**src/rtl/formula_nest_pipe.sv**
```systemverilog
// Nested integer square-root pipeline: res = isqrt(x[N-1] + isqrt(... + isqrt(x[0]))).
// Define FORMULA_NEST_PIPE_SAT_EN to saturate overflowing inner sums instead of wrapping.

// Digit-by-digit 32-bit isqrt. The 16 iterations are spread over N_PIPE_STAGES
// registers (1..16); the last iteration always ends in a register.
module formula_nest_isqrt #(
  parameter int N_PIPE_STAGES = 4
) (
  input  logic        clk,
  input  logic        rst,
  input  logic        in_vld,
  input  logic [31:0] in_data,
  output logic        out_vld,
  output logic [15:0] out_data,
  output logic        active
);
  logic [17:0] rem_s  [16];
  logic [15:0] root_s [17];
  logic [31:0] x_s    [16];
  logic [16:0] vld_s;

  assign rem_s[0]  = '0;
  assign root_s[0] = '0;
  assign x_s[0]    = in_data;
  assign vld_s[0]  = in_vld;

  for (genvar j = 0; j < 16; j++) begin : g_it
    localparam bit BRK = (((j + 1) * N_PIPE_STAGES) / 16) != ((j * N_PIPE_STAGES) / 16);
    logic [19:0] rem_sh;
    logic [19:0] trial;
    logic        ge;
    logic [15:0] root_n;

    assign rem_sh = {rem_s[j], x_s[j][31:30]};
    assign trial  = {2'b00, root_s[j], 2'b01};
    assign ge     = (rem_sh >= trial);
    assign root_n = {root_s[j][14:0], ge};

    if (j == 15) begin : g_last
      logic        vld_q;
      logic [15:0] root_q;
      // final iteration register: only the root leaves the core
      always_ff @(posedge clk or posedge rst) begin
        if (rst) vld_q <= 1'b0;
        else     vld_q <= vld_s[j];
      end
      always_ff @(posedge clk) begin
        if (vld_s[j]) root_q <= root_n;
      end
      assign vld_s[16]  = vld_q;
      assign root_s[16] = root_q;
    end else begin : g_mid
      logic [17:0] diff;
      logic [17:0] rem_n;
      logic [31:0] x_n;

      assign diff  = rem_sh[17:0] - trial[17:0];
      assign rem_n = ge ? diff : rem_sh[17:0];
      assign x_n   = {x_s[j][29:0], 2'b00};

      if (BRK) begin : g_reg
        logic        vld_q;
        logic [15:0] root_q;
        logic [17:0] rem_q;
        logic [31:0] x_q;
        // intermediate iteration register
        always_ff @(posedge clk or posedge rst) begin
          if (rst) vld_q <= 1'b0;
          else     vld_q <= vld_s[j];
        end
        always_ff @(posedge clk) begin
          if (vld_s[j]) begin
            root_q <= root_n;
            rem_q  <= rem_n;
            x_q    <= x_n;
          end
        end
        assign vld_s[j+1]  = vld_q;
        assign root_s[j+1] = root_q;
        assign rem_s[j+1]  = rem_q;
        assign x_s[j+1]    = x_q;
      end else begin : g_wire
        assign vld_s[j+1]  = vld_s[j];
        assign root_s[j+1] = root_n;
        assign rem_s[j+1]  = rem_n;
        assign x_s[j+1]    = x_n;
      end
    end
  end

  assign out_vld  = vld_s[16];
  assign out_data = root_s[16];
  assign active   = |vld_s[15:0];
endmodule

module formula_nest_pipe #(
  parameter int N_LEVELS     = 3,
  parameter int ISQRT_STAGES = 4
) (
  input  logic                  clk,
  input  logic                  rst,
  input  logic                  arg_vld,
  input  logic [32*N_LEVELS-1:0] x,
  output logic                  res_vld,
  output logic [15:0]           res,
  output logic                  res_ovf,
  output logic                  busy
);
  localparam logic [N_LEVELS-1:0] INNER_MASK = {N_LEVELS{1'b1}} >> 1;

  logic [31:0]         iso_in [N_LEVELS];
  logic [15:0]         y      [N_LEVELS];
  logic [N_LEVELS-1:0] iso_in_vld;
  logic [N_LEVELS-1:0] y_vld;
  logic [N_LEVELS-1:0] iso_act;
  logic [N_LEVELS-1:0] dl_act;
  logic [N_LEVELS-1:0] flag_out;
  logic [N_LEVELS-1:0] flag_vld;
  logic                busy_q;

`ifdef FORMULA_NEST_PIPE_SAT_EN
  function automatic logic [31:0] sat_arg(input logic [32:0] s);
    return s[32] ? 32'hFFFF_FFFF : s[31:0];
  endfunction
`endif

  for (genvar k = 0; k < N_LEVELS; k++) begin : g_lvl
    formula_nest_isqrt #(.N_PIPE_STAGES(ISQRT_STAGES)) u_isqrt (
      .clk      (clk),
      .rst      (rst),
      .in_vld   (iso_in_vld[k]),
      .in_data  (iso_in[k]),
      .out_vld  (y_vld[k]),
      .out_data (y[k]),
      .active   (iso_act[k])
    );

    if (k == 0) begin : g_root
      assign iso_in[k]     = x[31:0];
      assign iso_in_vld[k] = arg_vld;
      assign dl_act[k]     = 1'b0;
      assign flag_out[k]   = 1'b0;
      assign flag_vld[k]   = 1'b1;
    end else begin : g_nest
      localparam int D = k * (ISQRT_STAGES + 1) - 1;
      logic [D-1:0]            xd_vld_p;
      logic [31:0]             xd_p [D];
      logic [32:0]             sum;
      logic                    en;
      logic                    add_vld_p1;
      logic [31:0]             add_data_p1;
      logic                    add_ovf_p1;
      logic [ISQRT_STAGES-1:0] fl_vld_p;
      logic                    fl_p [ISQRT_STAGES];

      assign sum = {1'b0, xd_p[D-1]} + {17'b0, y[k-1]};
      assign en  = y_vld[k-1] & flag_vld[k-1] & xd_vld_p[D-1];

      // operand delay line, adder stage and sticky-flag line share one valid scheme
      always_ff @(posedge clk or posedge rst) begin
        if (rst) begin
          xd_vld_p   <= '0;
          add_vld_p1 <= 1'b0;
          fl_vld_p   <= '0;
        end else begin
          xd_vld_p    <= xd_vld_p << 1;
          xd_vld_p[0] <= arg_vld;
          add_vld_p1  <= en;
          fl_vld_p    <= fl_vld_p << 1;
          fl_vld_p[0] <= add_vld_p1;
        end
      end

      always_ff @(posedge clk) begin
        if (arg_vld) xd_p[0] <= x[k*32 +: 32];
        for (int i = 1; i < D; i++) begin
          if (xd_vld_p[i-1]) xd_p[i] <= xd_p[i-1];
        end
        if (en) begin
`ifdef FORMULA_NEST_PIPE_SAT_EN
          add_data_p1 <= sat_arg(sum);
`else
          add_data_p1 <= sum[31:0];
`endif
          add_ovf_p1  <= sum[32] | flag_out[k-1];
        end
        if (add_vld_p1) fl_p[0] <= add_ovf_p1;
        for (int i = 1; i < ISQRT_STAGES; i++) begin
          if (fl_vld_p[i-1]) fl_p[i] <= fl_p[i-1];
        end
      end

      assign iso_in[k]     = add_data_p1;
      assign iso_in_vld[k] = add_vld_p1;
      assign dl_act[k]     = |xd_vld_p;
      assign flag_out[k]   = fl_p[ISQRT_STAGES-1];
      assign flag_vld[k]   = fl_vld_p[ISQRT_STAGES-1];
    end
  end

  // busy register: the presented result itself does not count as in flight
  always_ff @(posedge clk or posedge rst) begin
    if (rst) busy_q <= 1'b0;
    else     busy_q <= arg_vld | (|iso_act) | (|dl_act) | (|(y_vld & INNER_MASK));
  end

  assign res_vld = y_vld[N_LEVELS-1];
  assign res     = y[N_LEVELS-1];
  assign res_ovf = flag_out[N_LEVELS-1] & flag_vld[N_LEVELS-1] & y_vld[N_LEVELS-1];
  assign busy    = busy_q;
endmodule

```
**config.mk**
```make
export PLATFORM = sky130hd
export DESIGN_NAME = formula_nest_pipe
export DESIGN_NICKNAME = d
export VERILOG_FILES = /design/src/rtl/formula_nest_pipe.sv
export SDC_FILE = /design/constraint.sdc
export NUM_CORES = 2
export LEC_CHECK = 0
export CORE_MARGIN = 2
export CORE_UTILIZATION = 30
export CTS_BUF_LIST = sky130_fd_sc_hd__clkbuf_4 sky130_fd_sc_hd__clkbuf_8
export DETAILED_ROUTE_END_ITERATION = 16
export GPL_TIMING_DRIVEN = 0
export HOLD_SLACK_MARGIN = 0.08
export PLACE_DENSITY = 0.53
export SETUP_SLACK_MARGIN = 0.3
export SLEW_MARGIN = 20
export SYNTH_ARGS = -nofsm -noshare
export SYNTH_HDL_FRONTEND = slang
export SYNTH_SLANG_ARGS = --single-unit
```
**constraint.sdc**
```tcl
create_clock -name clk -period 14.9 [get_ports clk]
set_clock_uncertainty 0.2 [all_clocks]
set_input_delay 2.98 -clock clk [delete_from_list [all_inputs] [get_ports clk]]
set_output_delay 2.98 -clock clk [all_outputs]
set_load 0.05 [all_outputs]
```
==> report_table.html <==
<table>
<tr><th>Metric</th><th>Value</th></tr>
<tr><th colspan="2">Status</th></tr>
<tr><td>Run status</td><td>completed</td></tr>
<tr><th colspan="2">Power</th></tr>
<tr><td>Power consumption</td><td>11.35 mW</td></tr>
<tr><td>Power density normalized to cell area</td><td>163.3 mW/mm²</td></tr>
<tr><td>Static Leak</td><td>26.89 nW</td></tr>
<tr><td>Peak ir drop on the vdd network</td><td>0.00009511 V</td></tr>
<tr><th colspan="2">Yosys</th></tr>
<tr><td>Biggest area contributors in the synthesized netlist</td><td>sky130_fd_sc_hd__edfxtp_1 45%, sky130_fd_sc_hd__ha_1 9.9%, sky130_fd_sc_hd__xnor2_1 5.0%</td></tr>
<tr><td>Mean instance size in the synthesized netlist</td><td>10.30 µm²</td></tr>
<tr><td>Total of warnings raised by yosys</td><td>0</td></tr>
<tr><td>Top post-synthesis cells by count</td><td>916 x sky130_fd_sc_hd__edfxtp_1, 485 x sky130_fd_sc_hd__ha_1, 455 x sky130_fd_sc_hd__nor2_1</td></tr>
<tr><td>Yosys cell types</td><td>119</td></tr>
<tr><td>Flops &amp; latches, synth</td><td>931</td></tr>
<tr><td>Synth area leader</td><td>sky130_fd_sc_hd__edfxtp_1</td></tr>
<tr><td>Cell count after synthesis</td><td>5928</td></tr>
<tr><td>Top-count cell post-synth</td><td>sky130_fd_sc_hd__edfxtp_1</td></tr>
<tr><td>EDFF count, synth</td><td>916</td></tr>
<tr><td>Top cell type's share of synthesized area</td><td>0.4503</td></tr>
<tr><td>Top_reg_cell synth</td><td>sky130_fd_sc_hd__edfxtp_1</td></tr>
<tr><td>Portion of the post-synthesis area used by sequential elements</td><td>0.4564</td></tr>
<tr><td>Post-synthesis instance area</td><td>0.06109 mm²</td></tr>
<tr><td>Async S/R FF share, synth</td><td>0.01611</td></tr>
<tr><th colspan="2">Global route</th></tr>
<tr><td>Routing usage on met1</td><td>0.1935</td></tr>
<tr><td>Number of global-route vias before repair</td><td>45060</td></tr>
<tr><td>Met3 usage in global routing</td><td>0.02034</td></tr>
<tr><td>Global-route wire length before repair</td><td>246300 µm</td></tr>
<tr><td>Leftover overflow at the end of global routing</td><td>0</td></tr>
<tr><td>Total track usage</td><td>0.1479</td></tr>
<tr><td>Met2 Resource Use GR</td><td>0.2507</td></tr>
<tr><td>Antenna violations before repair</td><td>2</td></tr>
<tr><td>Most heavily used metal layer in global routing</td><td>met2</td></tr>
<tr><td>Maximum number of pins on one net before global-route repair</td><td>71</td></tr>
<tr><th colspan="2">Cells and area</th></tr>
<tr><td>Sequential standard cell area</td><td>0.02791 mm²</td></tr>
<tr><td>Share of cells above drive strength 1</td><td>0.08098</td></tr>
<tr><td>Multi-input gate area in the final layout</td><td>0.03131 mm²</td></tr>
<tr><td>Area added between synthesis and finish</td><td>13.78%</td></tr>
<tr><td>Post-route standard cell area excluding fillers</td><td>0.06950 mm²</td></tr>
<tr><td>Layout filler cell count</td><td>20470</td></tr>
<tr><td>Total number of nets in the final design</td><td>6820</td></tr>
<tr><td>Final Instance Count excl. Fillers</td><td>9049</td></tr>
<tr><th colspan="2">STA</th></tr>
<tr><td>Minimum period implied by the final worst setup slack</td><td>13570 ps</td></tr>
<tr><td>Period utilisation layout</td><td>0.9108</td></tr>
<tr><td>Final max-slew violation count</td><td>0</td></tr>
<tr><td>Worst relative slew slack</td><td>0.2557</td></tr>
<tr><td>Number of hold violations in the final report</td><td>0</td></tr>
<tr><td>Transition time at the pin with the least slew margin</td><td>1107 ps</td></tr>
<tr><td>Unrepaired setup endpoints after global routing</td><td>no</td></tr>
<tr><td>Total of endpoints with negative setup slack in the final report</td><td>0</td></tr>
<tr><td>Maximum frequency from static timing analysis</td><td>73.69 MHz</td></tr>
<tr><td>Final WS setup</td><td>1329 ps</td></tr>
<tr><td>Total Neg Setup Slack</td><td>0 ps</td></tr>
<tr><th colspan="2">Clock network</th></tr>
<tr><td>Number of H-tree levels</td><td>4</td></tr>
<tr><td>CTS tree</td><td>done</td></tr>
<tr><td>Clk pin slew, worst setup/hold paths</td><td>60 ps</td></tr>
<tr><td>Total CTS buffers</td><td>168</td></tr>
<tr><td>Clk_lat worst skew</td><td>910 ps</td></tr>
<tr><td>Library cell used as clock root buffer</td><td>sky130_fd_sc_hd__clkbuf_8</td></tr>
<tr><td>Count of hold-fix buffers inserted at cts</td><td>0</td></tr>
<tr><td>Clock Tree Buf Depth</td><td>3</td></tr>
<tr><td>Clock sink count</td><td>931</td></tr>
<tr><th colspan="2">Critical path</th></tr>
<tr><td>Critical path data required time</td><td>15360 ps</td></tr>
<tr><td>Slowest cell on the critical path</td><td>sky130_fd_sc_hd__buf_1</td></tr>
<tr><td>CP max FO</td><td>12</td></tr>
<tr><td>Most prevalent standard cell on the critical path</td><td>sky130_fd_sc_hd__clkbuf_1</td></tr>
<tr><td>Crit. End Element</td><td>register</td></tr>
<tr><td>Class of the most critical setup path</td><td>register to register</td></tr>
<tr><td>Largest stage delay on the critical path</td><td>550 ps</td></tr>
<tr><td>Startpoint type of the worst setup path</td><td>register</td></tr>
<tr><td>Critical path data arrival time</td><td>14030 ps</td></tr>
<tr><th colspan="2">Die</th></tr>
<tr><td>Total die area</td><td>0.2072 mm²</td></tr>
<tr><td>I/O pins</td><td>118</td></tr>
<tr><td>Die Span X</td><td>455.2 µm</td></tr>
<tr><td>Placeable core area</td><td>0.2023 mm²</td></tr>
<tr><td>Number of placement rows</td><td>165</td></tr>
<tr><td>Die Y-Extent</td><td>455.2 µm</td></tr>
<tr><td>Initial standard-cell utilization of the core</td><td>0.3019</td></tr>
<tr><th colspan="2">Place</th></tr>
<tr><td>Placed cells</td><td>8736</td></tr>
<tr><td>Post-placement cell area</td><td>0.06602 mm²</td></tr>
<tr><td>HPWL after detailed placement</td><td>121000 µm</td></tr>
<tr><td>Worst slack, placed</td><td>1290 ps</td></tr>
<tr><td>Count of input and output buffers</td><td>116</td></tr>
<tr><td>Placer's final routability congestion estimate</td><td>0.8746</td></tr>
<tr><th colspan="2">Hold path</th></tr>
<tr><td>Path category of the worst min-delay check</td><td>register to register</td></tr>
<tr><th colspan="2">Route</th></tr>
<tr><td>Detailed-route wire length per cell</td><td>17.09 µm</td></tr>
<tr><td>Detail-routed via count per cell</td><td>5.051</td></tr>
<tr><td>Post-detailed-route DRC marker count</td><td>0</td></tr>
<tr><td>1st-pass router iterations</td><td>6</td></tr>
<tr><td>Overall routed net length</td><td>154700 µm</td></tr>
<tr><td>Vias after detailed routing</td><td>45710</td></tr>
<tr><td>First-iteration detailed-routing DRC count</td><td>2803</td></tr>
<tr><td>Antenna violation net count after detailed routing</td><td>0</td></tr>
<tr><th colspan="2">Job</th></tr>
<tr><td>Max-cap viol count</td><td>0</td></tr>
</table>
through the flow:
step / util / hold WS (ps)
3_3_place_gp: 0.3243 / 200.6
3_5_place_dp: 0.3263 / 204.5
5_1_grt: 0.3435 / 193.4
4_1_cts: 0.3434 / 182.1
6_report: 0.3435 / 176.5
2_1_floorplan: - / 200.3
logic make-up after synthesis:
kind of cell	share of synthesized area
muxes	0.02198
other	0.00006139
buffers and inverters	0.03154
DFF	0.4564
xor gates and xnor gates	0.07226
and+or+nand+nor	0.1557
AOI/OAI and AO/OA	0.1620
adders and majority gates	0.1000
sequential cells by signal, summed over array words and instances (netlist names):
signal and count:
g_lvl.g_nest.xd_p 416, g_lvl.u_isqrt.g_it.g_mid.g_reg.rem_q 162, g_lvl.u_isqrt.g_it.g_mid.g_reg.x_q 144, g_lvl.u_isqrt.g_it.g_mid.g_reg.root_q 72, g_lvl.g_nest.add_data_p1 64, g_lvl.u_isqrt.out_data 48
g_lvl.g_nest.fl_p 8, g_lvl.g_nest.xd_vld_p 8, g_lvl.g_nest.fl_vld_p 5, g_lvl.g_nest.add_ovf_p1 2, busy 1, g_lvl.g_nest.add_vld_p1 1
layout by cell type, fill, tap and decap left out, drive strengths merged, types with 45 or more instances in the layout:
master,instances
edfxtp,916
ha,485
nor2,456
nand2,456
a21oi,453
inv,370
o21ai,358
xnor2,351
clkbuf,305
a21o,153
xor2,153
nor3,152
nand3,145
clkdlybuf4s50,115
nand2b,84
clkinv,77
nand4,74
mux2,73
nor4,65
nor2b,63
and3,62
o21a,60
or3,55
a31oi,54
mux2i,52
a211oi,52
buf,52
and2,49
o31ai,49
o211ai,45
power breakdown:
part | switching [mW] | internal [mW]
clock network | 1.09 | 1.36
logic | 3.20 | 2.22
registers | 0.198 | 3.27
final timing paths:
path,start,end,slack (ps),cells past startpoint
max,g_lvl[0].u_isqrt.g_it[11].g_mid.g_reg.root_q[9],g_lvl[0].u_isqrt.out_data[0],1330,50
min,g_lvl[1].g_nest.add_data_p1[4],g_lvl[1].u_isqrt.g_it[3].g_mid.g_reg.x_q[12],180,0
max reg2reg,g_lvl[0].u_isqrt.g_it[11].g_mid.g_reg.root_q[9],g_lvl[0].u_isqrt.out_data[0],1330,50
min reg2reg,g_lvl[1].g_nest.add_data_p1[4],g_lvl[1].u_isqrt.g_it[3].g_mid.g_reg.x_q[12],180,0
max in group asynchronous,rst,g_lvl[2].g_nest.xd_vld_p[6],11740,2
min in group asynchronous,rst,g_lvl[2].g_nest.fl_vld_p[3],2260,2
layout make-up:
cell class / instances / share of cell area
Tap cell: 2672 / 0.04810
Clock buffer: 213 / 0.03831
Timing Repair Buffer: 131 / 0.02202
Buffer: 128 / 0.007867
Antenna cell: 5 / 0.0001800
Inverter: 367 / 0.01986
Multi-Input combinational cell: 4507 / 0.4505
Sequential cell: 931 / 0.4016
Clock inverter: 95 / 0.01150
layer usage:
metal	part of all wire	wire, µm
met1	0.46	71700
met2	0.47	73090
met3	0.036	5622
met4	0.028	4276
met5	0	0
worst max-delay path: cells and delay by family (launching register included):
| family | cells | cell delay (ps) |
|---|---|---|
| flip-flops | 1 | 460 |
| buffers and inverters | 10 | 3400 |
| AO/OA/AOI/OAI | 22 | 5180 |
| adder cells (fa/ha/maj) | 4 | 1400 |
| multiplexers | 1 | 390 |
| AND/OR/NAND/NOR | 13 | 2280 |
what timing repair did:
action / 4_1_cts / 5_1_grt
buffers inserted: 0 / 0
gates resized for setup: 0 / 1
setup endpoints to repair: 0 / 3
(Power assumes the default switching activity.)
